File: config.mk
export PLATFORM = sky130hd
export DESIGN_NAME = uart_frame_packer
export DESIGN_NICKNAME = d
export VERILOG_FILES = /design/src/rtl/uart_pkg.sv /design/src/rtl/uart_byte_fifo.sv /design/src/rtl/uart_frame_packer.sv
export SDC_FILE = /design/constraint.sdc
export NUM_CORES = 1
export LEC_CHECK = 0
export CORE_ASPECT_RATIO = 1.75
export CORE_MARGIN = 2
export CORE_UTILIZATION = 51
export CTS_CLUSTER_SIZE = 25
export DETAILED_ROUTE_END_ITERATION = 10
export PLACE_DENSITY_LB_ADDON = 0.08
export SYNTH_ARGS = -nofsm -noshare
export SYNTH_HDL_FRONTEND = slang
export SYNTH_SLANG_ARGS = --single-unit
File: constraint.sdc
create_clock -name clock -period 6.88 [get_ports clock]
set_clock_uncertainty 0.2 [all_clocks]
set_input_delay 1.376 -clock clock [delete_from_list [all_inputs] [get_ports clock]]
set_output_delay 1.376 -clock clock [all_outputs]
set_load 0.1 [all_outputs]
File: src/rtl/uart_pkg.sv
// Shared definitions for the UART frame packer: sync bytes, FSM encoding
// and FIFO entry width.
package uart_pkg;

  localparam logic [7:0] SYNC0   = 8'hA5;
  localparam logic [7:0] SYNC1   = 8'h5A;
  localparam int         ENTRY_W = 9;

  typedef enum logic [2:0] {
    IDLE    = 3'd0,
    LOAD    = 3'd1,
    SEND    = 3'd2,
    WAIT_HI = 3'd3,
    WAIT_LO = 3'd4
  } state_e;

endpackage

File: src/rtl/uart_byte_fifo.sv
// Synchronous first-word-fall-through FIFO of {marker, byte} entries.
// The head entry is always visible on 'head' while the FIFO is non-empty.
// A push is refused whenever the FIFO is full, even if a pop happens in the
// same cycle, so the level never exceeds DEPTH.
module uart_byte_fifo
  import uart_pkg::*;
#(
  parameter int DEPTH  = 64,
  parameter int ADDR_W = 6
) (
  input  logic               clock,
  input  logic               reset,
  input  logic               push,
  input  logic [ENTRY_W-1:0] push_data,
  input  logic               pop,
  output logic [ENTRY_W-1:0] head,
  output logic [ADDR_W:0]    level,
  output logic               full,
  output logic               empty
);

  localparam logic [ADDR_W:0] FULL_LEVEL = (ADDR_W + 1)'(DEPTH);

  logic [ENTRY_W-1:0] mem_q [DEPTH];
  logic [ADDR_W-1:0]  wr_ptr_q, wr_ptr_d;
  logic [ADDR_W-1:0]  rd_ptr_q, rd_ptr_d;
  logic [ADDR_W:0]    level_q, level_d;
  logic               push_ok, pop_ok;

  assign full    = (level_q == FULL_LEVEL);
  assign empty   = (level_q == '0);
  assign push_ok = push & ~full;
  assign pop_ok  = pop & ~empty;
  assign level   = level_q;
  // Fall-through read: the head must be usable in the cycle it is popped.
  assign head    = mem_q[rd_ptr_q];

  // Pointer and occupancy update.
  always_comb begin
    wr_ptr_d = wr_ptr_q;
    rd_ptr_d = rd_ptr_q;
    level_d  = level_q;
    if (push_ok) wr_ptr_d = wr_ptr_q + ADDR_W'(1);
    if (pop_ok)  rd_ptr_d = rd_ptr_q + ADDR_W'(1);
    case ({push_ok, pop_ok})
      2'b10:   level_d = level_q + (ADDR_W + 1)'(1);
      2'b01:   level_d = level_q - (ADDR_W + 1)'(1);
      default: level_d = level_q;
    endcase
  end

  // Storage write; contents need no reset because pointers define validity.
  always_ff @(posedge clock) begin
    if (push_ok) mem_q[wr_ptr_q] <= push_data;
  end

  // Pointer/level registers; reset discards all queued entries.
  always_ff @(posedge clock) begin
    if (reset) begin
      wr_ptr_q <= '0;
      rd_ptr_q <= '0;
      level_q  <= '0;
    end else begin
      wr_ptr_q <= wr_ptr_d;
      rd_ptr_q <= rd_ptr_d;
      level_q  <= level_d;
    end
  end

endmodule

File: src/rtl/uart_frame_packer.sv
// UART frame packer: buffers pixel bytes, inserts an A5 5A <frame_no> header
// on each vsync rising edge and paces bytes into the UART transmitter using
// its busy flag. Optional macro UART_FRAME_CSUM_EN adds an XOR checksum of the
// previous frame's data bytes ahead of each header (except the first).
module uart_frame_packer
  import uart_pkg::*;
#(
  parameter int DEPTH  = 64,
  parameter int ADDR_W = 6
) (
  input  logic              clock,
  input  logic              reset,
  input  logic              pix_valid,
  input  logic [7:0]        pix_data,
  input  logic              vsync,
  input  logic              tx_busy,
  output logic              tx_valid,
  output logic [7:0]        tx_data,
  output logic [ADDR_W:0]   fifo_level,
  output logic              overflow,
  output logic [7:0]        frame_count
);

  state_e             state_q, state_d;
  logic               vsync_prev_q, vsync_prev_d;
  logic [7:0]         frame_count_q, frame_count_d;
  logic               overflow_q, overflow_d;
  logic [ENTRY_W-1:0] entry_q, entry_d;
  logic [1:0]         idx_q, idx_d;
  logic [7:0]         tx_data_q, tx_data_d;
`ifdef UART_FRAME_CSUM_EN
  logic [7:0]         csum_q, csum_d;
  logic               armed_q, armed_d;
`endif

  logic               vsync_edge;
  logic               fifo_push, fifo_pop, fifo_full, fifo_empty;
  logic [ENTRY_W-1:0] fifo_wdata, fifo_head;
  logic [7:0]         cur_byte;

  // A vsync edge wins the write port; a simultaneous pixel is lost.
  assign vsync_edge = vsync & ~vsync_prev_q;
  assign fifo_push  = vsync_edge | pix_valid;
  assign fifo_wdata = vsync_edge ? {1'b1, frame_count_q} : {1'b0, pix_data};

  uart_byte_fifo #(.DEPTH(DEPTH), .ADDR_W(ADDR_W)) u_fifo (
    .clock     (clock),
    .reset     (reset),
    .push      (fifo_push),
    .push_data (fifo_wdata),
    .pop       (fifo_pop),
    .head      (fifo_head),
    .level     (fifo_level),
    .full      (fifo_full),
    .empty     (fifo_empty)
  );

  // Write-side bookkeeping: edge history, frame numbering, sticky overflow.
  always_comb begin
    vsync_prev_d  = vsync;
    frame_count_d = frame_count_q + (vsync_edge ? 8'd1 : 8'd0);
    overflow_d    = overflow_q | (vsync_edge & pix_valid) | (fifo_push & fifo_full);
  end

  // Byte for the current position; markers walk csum, A5, 5A, frame_no.
  always_comb begin
    cur_byte = entry_q[7:0];
    if (entry_q[8]) begin
      case (idx_q)
`ifdef UART_FRAME_CSUM_EN
        2'd0:    cur_byte = csum_q;
`endif
        2'd1:    cur_byte = SYNC0;
        2'd2:    cur_byte = SYNC1;
        default: cur_byte = entry_q[7:0];
      endcase
    end
  end

  // Transmit FSM next-state and outputs.
  always_comb begin
    state_d   = state_q;
    entry_d   = entry_q;
    idx_d     = idx_q;
    tx_data_d = tx_data_q;
    fifo_pop  = 1'b0;
`ifdef UART_FRAME_CSUM_EN
    csum_d    = csum_q;
    armed_d   = armed_q;
`endif
    case (state_q)
      IDLE: begin
        if (!fifo_empty && !tx_busy) begin
          fifo_pop = 1'b1;
          entry_d  = fifo_head;
          idx_d    = 2'd1;
`ifdef UART_FRAME_CSUM_EN
          if (fifo_head[8]) begin
            // The very first marker has no preceding frame to summarise.
            if (armed_q) idx_d = 2'd0;
            else         csum_d = 8'h00;
            armed_d = 1'b1;
          end
`endif
          state_d = LOAD;
        end
      end
      LOAD: begin
        tx_data_d = cur_byte;
        state_d   = SEND;
      end
      SEND: begin
`ifdef UART_FRAME_CSUM_EN
        if (!entry_q[8])        csum_d = csum_q ^ entry_q[7:0];
        else if (idx_q == 2'd0) csum_d = 8'h00;
`endif
        state_d = WAIT_HI;
      end
      WAIT_HI: begin
        if (tx_busy) state_d = WAIT_LO;
      end
      WAIT_LO: begin
        if (!tx_busy) begin
          if (entry_q[8] && idx_q != 2'd3) begin
            idx_d   = idx_q + 2'd1;
            state_d = LOAD;
          end else begin
            state_d = IDLE;
          end
        end
      end
      default: state_d = IDLE;
    endcase
  end

  // State registers; reset aborts any frame in progress.
  always_ff @(posedge clock) begin
    if (reset) begin
      state_q       <= IDLE;
      vsync_prev_q  <= 1'b1;
      frame_count_q <= 8'h00;
      overflow_q    <= 1'b0;
      entry_q       <= '0;
      idx_q         <= 2'd0;
      tx_data_q     <= 8'h00;
`ifdef UART_FRAME_CSUM_EN
      csum_q        <= 8'h00;
      armed_q       <= 1'b0;
`endif
    end else begin
      state_q       <= state_d;
      vsync_prev_q  <= vsync_prev_d;
      frame_count_q <= frame_count_d;
      overflow_q    <= overflow_d;
      entry_q       <= entry_d;
      idx_q         <= idx_d;
      tx_data_q     <= tx_data_d;
`ifdef UART_FRAME_CSUM_EN
      csum_q        <= csum_d;
      armed_q       <= armed_d;
`endif
    end
  end

  // tx_valid is gated by reset so an abort drops the strobe immediately.
  assign tx_valid    = (state_q == SEND) & ~reset;
  assign tx_data     = tx_data_q;
  assign overflow    = overflow_q;
  assign frame_count = frame_count_q;

endmodule
======== Yosys cells after proc, flatten, opt, wreduce, memory -nomap -nowiden ========
Memory sizes are Yosys's and may differ from the RTL's. A register that Yosys moved wholly into a read port is not among the register bits.
Index checks and enable logic that the tools add are counted.
word-level totals
  RAM bits ................................ 576
  memories kept ........................... 1
  bits in registers ....................... 42
  logic and storage cells ................. 72
  input port bits ......................... 13
  output and inout bits ................... 25
operators by class
  reduce and logical (&&, ||, !) cells .... 11
  muxes and demuxes ....................... 18
  equal/unequal tests ..................... 14
  add/sub/neg operators ................... 6
  bitwise gates (word level) .............. 13
memories
  name          depth  bits a word  read ports  clocked after Yosys merged registers in  write ports  line                  RTL
  u_fifo.mem_q  64     9            1           1                                        1            uart_byte_fifo.sv:24  logic [ENTRY_W-1:0] mem_q [DEPTH];
operators with widths
  operator               count
  $pmux W8 S2            1
  $pmux W3 S5            1
  $pmux W7 S2            1
  $add A6 B1 Y6 const B  2
  $ne A2 B2 Y1 const B   5
  $mux W3                3
  $mux W9                1
  $add A8 B1 Y8          1
  $mux W8                1
  $add A7 B1 Y7 const B  1
  $eq A7 B7 Y1 const B   1
  $logic_not A7 Y1       1
  $sub A7 B1 Y7 const B  1
  $and A1 B1 Y1          6
  $eq A3 B2 Y1 const B   2
  $mux W1                6
  $mux W2                3
  $eq A2 B1 Y1 const B   2
  $eq A2 B2 Y1 const B   2
  $not A1 Y1             4
  $pmux W2 S2            1
  $reduce_and A4 Y1      1
  $reduce_bool A2 Y1     2
  $eq A3 B1 Y1 const B   1
  other kinds (8)        12

======== Logic depth before layout (Yosys ltp) ========
  depth in word-level cells ............... 8
  gate-level depth with buffers ........... 11
  mapped depth without buffers ............ 11

======== Hierarchy ========
From an unflattened synthesis, not the netlist that was laid out.
unflattened totals
  cells, all modules ...................... 1,339
  area, all modules ....................... 25,182.9 um^2
modules (own cells, without submodules)
  module             seq. area each (um^2)  times used  area each (um^2)  cells each
  uart_byte_fifo     17,797.1               1           23,637.7          1,167
  uart_frame_packer  640.6                  1           1,545.2           172

======== Worst setup path before layout ========
No wires, ideal clock.
  kind .................................... input-to-output
  from .................................... input port reset
  to ...................................... output port tx_valid
  buffers on the path ..................... 2
  data arrival time ....................... 4.585 ns
  stages .................................. 3
  data required time ...................... 5.304 ns
  path slack .............................. 0.719 ns
  path through ............................ clkbuf_1 clkbuf_1 nor4_1
on the way
  word-level cells in the longest chain between the ends .. 2
RTL lines
  element          line                      RTL
  start, declared  uart_frame_packer.sv:12   input logic reset,
  $not A1 Y1       uart_frame_packer.sv:166  assign tx_valid = (state_q == SEND) & ~reset;
  $and A1 B1 Y1    uart_frame_packer.sv:166
  end, declared    uart_frame_packer.sv:17   output logic tx_valid,
No other way between the ends.

======== Final worst setup path ========
Ends and elaborated chain as after synthesis.

==> reports/results.ini <==
[synthesis]
synth-simple-area-share = 0.0476
synth_compound_area_frac = 0.0441
async_reset_ff_frac = 0
syn_area_per_cell_um2 = 17.9
synth-xor-area-share = 0.00702
ys_types = 62
synth_area_um2 = 24900
synth.area.mux_share = 0.139
synth_ff_type = edfxtp_1
synth_edf_count = 576
ys_seq_area_frac = 0.735
synthAdderAreaFrac = 0.00773
synth_top_family_by_area = multiplexers
synth_seq_cells = 627
yosysWarnings = 0
syn_inst = 1392
syn_nets = 1419

[clock_network]
clockBufferDepth = 3
ctsHoldBuffers = 0
cts-resized-gates = 0
path_clk_slew_ps = 70
cts-htree-levels = 2
cts_buffers = 54
cts_tree = yes
cts_root_buf = clkbuf_16
clock_sinks = 627
clock_latency_ps = 580
postCtsSetupRepairBufs = 0

[timing]
post-route-period-util = 0.703
setup_violations = 0
maxSlewViolCount = 0
fin_setup_tns_ps = 0
maxSlewHeadroom = 0.304
fin_crit_ps = 4840
fmax_ghz = 0.207
rsz0062_at_grt = no
hold_viol = 0
tightest_slew_ps = 1040

[place]
hpwl_mm = 35.4
gp_congestion = 0.801
port-buffer-count = 37
place_area_um2 = 25900

[pwr]
vdd_drop_max_v = 0.000215
power_density_nw_per_um2 = 324
leakage_uw = 0.00856

[critical_path]
endpoint_kind = output port
crit_type = primary input to output port
startpoint_type = primary input
cp.arrival_ps = 3260
critPathRequiredTime_ps = 5300
critPathMaxFanout = 48
reg2regPathDepth = 5

[final_layout]
final_nets = 1455
fill_cells = 3786
syn_to_final_growth_pct = 10.8
drive_gt1_frac = 0.177
antennaDiodeCount = 0
design_area_um2 = 27600

[floorplanning]
die_height_um = 297
ios = 38
die-area_um2 = 50700
die_x_um = 171
rows = 107
initial_core_util = 0.515
design.core.area_um2 = 48500

[run_status]
status = finished, final reports clean

[detailed_routing]
post_drt_wl_per_cell_um = 26.2
num_vias = 12300
drcViolationCount = 0
dr.pass1.iters = 5
postRouteAntennaNets = 0
drt_iter0_markers = 986
finalWirelength_mm = 55.7
avgViaCountPerCell = 5.80

[global_routing]
grtUsageTotal = 0.226
grt_max_degree = 77
antenna_found_initial = 0
grt_pass1_wl_mm = 82.6
grt_pass1_vias = 12700
grt_overflow = 0

[job]
maxCapViolCount = 0

[hold_path]
min_path_type = flip-flop to flip-flop
min_path_cells = 2

==> through the flow <==
step                total power, uW  hold WS (ps)  std cells  setup slack [ps]   util
CTS                            9050           254       2123              2020  0.570
detailed placement             6000           243       2026              1660  0.534
global placement               5990           238       2026              1730  0.534
floorplan                      5600           225       1392               719      -
finish                         8960           248       2123              2040  0.570
global route                   9280           272       2123              1940  0.570
==> power by group <==
group          switching [uW]  internal, uW  total [uW]
Sequential                114          4280        4390
Clock                    1330          1730        3060
Combinational             962           545        1510
Total                    2410          6550        8960
==> cell type report <==
cell class / instances / area [um^2] / area share
clock inverter: 35 / 370 / 0.0134
sequential: 627 / 18300 / 0.663
multi-input combinational: 679 / 6140 / 0.222
inverter: 9 / 33.8 / 0.00122
tap: 654 / 818 / 0.0296
clock buffer: 62 / 1400 / 0.0507
timing repair buffer: 57 / 541 / 0.0196
==> logic make-up after synthesis <==
family,Yosys count
and+or+nand+nor,260
AOI/OAI and AO/OA,166
xor gates and xnor gates,20
buffers and inverters,86
DFF,627
muxes,218
adders and majority gates,15
==> cells in the mapped netlist (10+ instances only) <==
master / count / share of area
o21ai_1: 12 / 0.0024
clkbuf_1: 36 / 0.0054
o221ai_1: 15 / 0.0053
nand3_1: 32 / 0.0064
dfxtp_1: 51 / 0.041
edfxtp_1: 576 / 0.69
mux4_2: 100 / 0.090
a211oi_1: 10 / 0.0030
a21oi_1: 44 / 0.0088
mux2i_1: 91 / 0.037
xor2_1: 12 / 0.0042
o21ai_0: 17 / 0.0034
buf_2: 10 / 0.0020
ha_1: 13 / 0.0065
nand2_1: 68 / 0.010
buf_6: 15 / 0.0068
o22ai_1: 20 / 0.0050
mux2_2: 27 / 0.012
nor2_1: 111 / 0.017
==> critical path: stages <==
cell and delay, ps:
buf_2 400, nor4_1 300, clkdlybuf4s50_1 1180
==> per-layer routing <==
metal | wire length (um) | share of wire | GRT usage
met5 | 0 | 0 | 0
met4 | 2440 | 0.044 | 0.0998
met3 | 2550 | 0.046 | 0.0238
met2 | 29600 | 0.53 | 0.405
met1 | 21100 | 0.38 | 0.276
==> flip-flops by register name, indices dropped and copies added, names as in the netlist <==
| signal | count |
|---|---|
| u_fifo.mem_q | 576 |
| u_fifo.wr_ptr_q | 6 |
| overflow | 1 |
| idx_q | 2 |
| frame_count | 8 |
| state_q | 3 |
| entry_q | 9 |
| vsync_prev_q | 1 |
| u_fifo.level | 7 |
| tx_data | 8 |
| u_fifo.rd_ptr_q | 6 |
==> final timing paths <==
check | start | to | slack, ps
worst min register to register | overflow$_SDFF_PP0_ | overflow$_SDFF_PP0_ | 250
worst min-delay path | overflow$_SDFF_PP0_ | overflow$_SDFF_PP0_ | 250
worst max register to register | vsync_prev_q$_SDFF_PP1_ | u_fifo.mem_q[39][2]$_DFFE_PP_ | 3130
worst max-delay path | reset | tx_valid | 2040
==> cells in the final DEF (no fill, tap or decap), types with 7 or more instances in the layout <==
master	instances
a211oi_1	10
a21oi_1	44
a22oi_1	9
buf_4	18
bufinv_16	7
clkbuf_1	7
clkbuf_16	55
clkdlybuf4s50_1	36
clkinv_2	14
dfxtp_1	48
edfxtp_1	576
ha_1	13
mux2_2	27
mux2i_1	91
mux4_2	100
nand2_1	60
nand2_2	8
nand3_1	32
nor2_1	111
nor2b_1	7
nor3_1	8
o21ai_0	17
o21ai_1	12
o21bai_1	9
o221ai_1	15
o22ai_1	20
xnor2_1	8
xor2_1	12
Note: power is estimated with default switching activity, not from simulation.
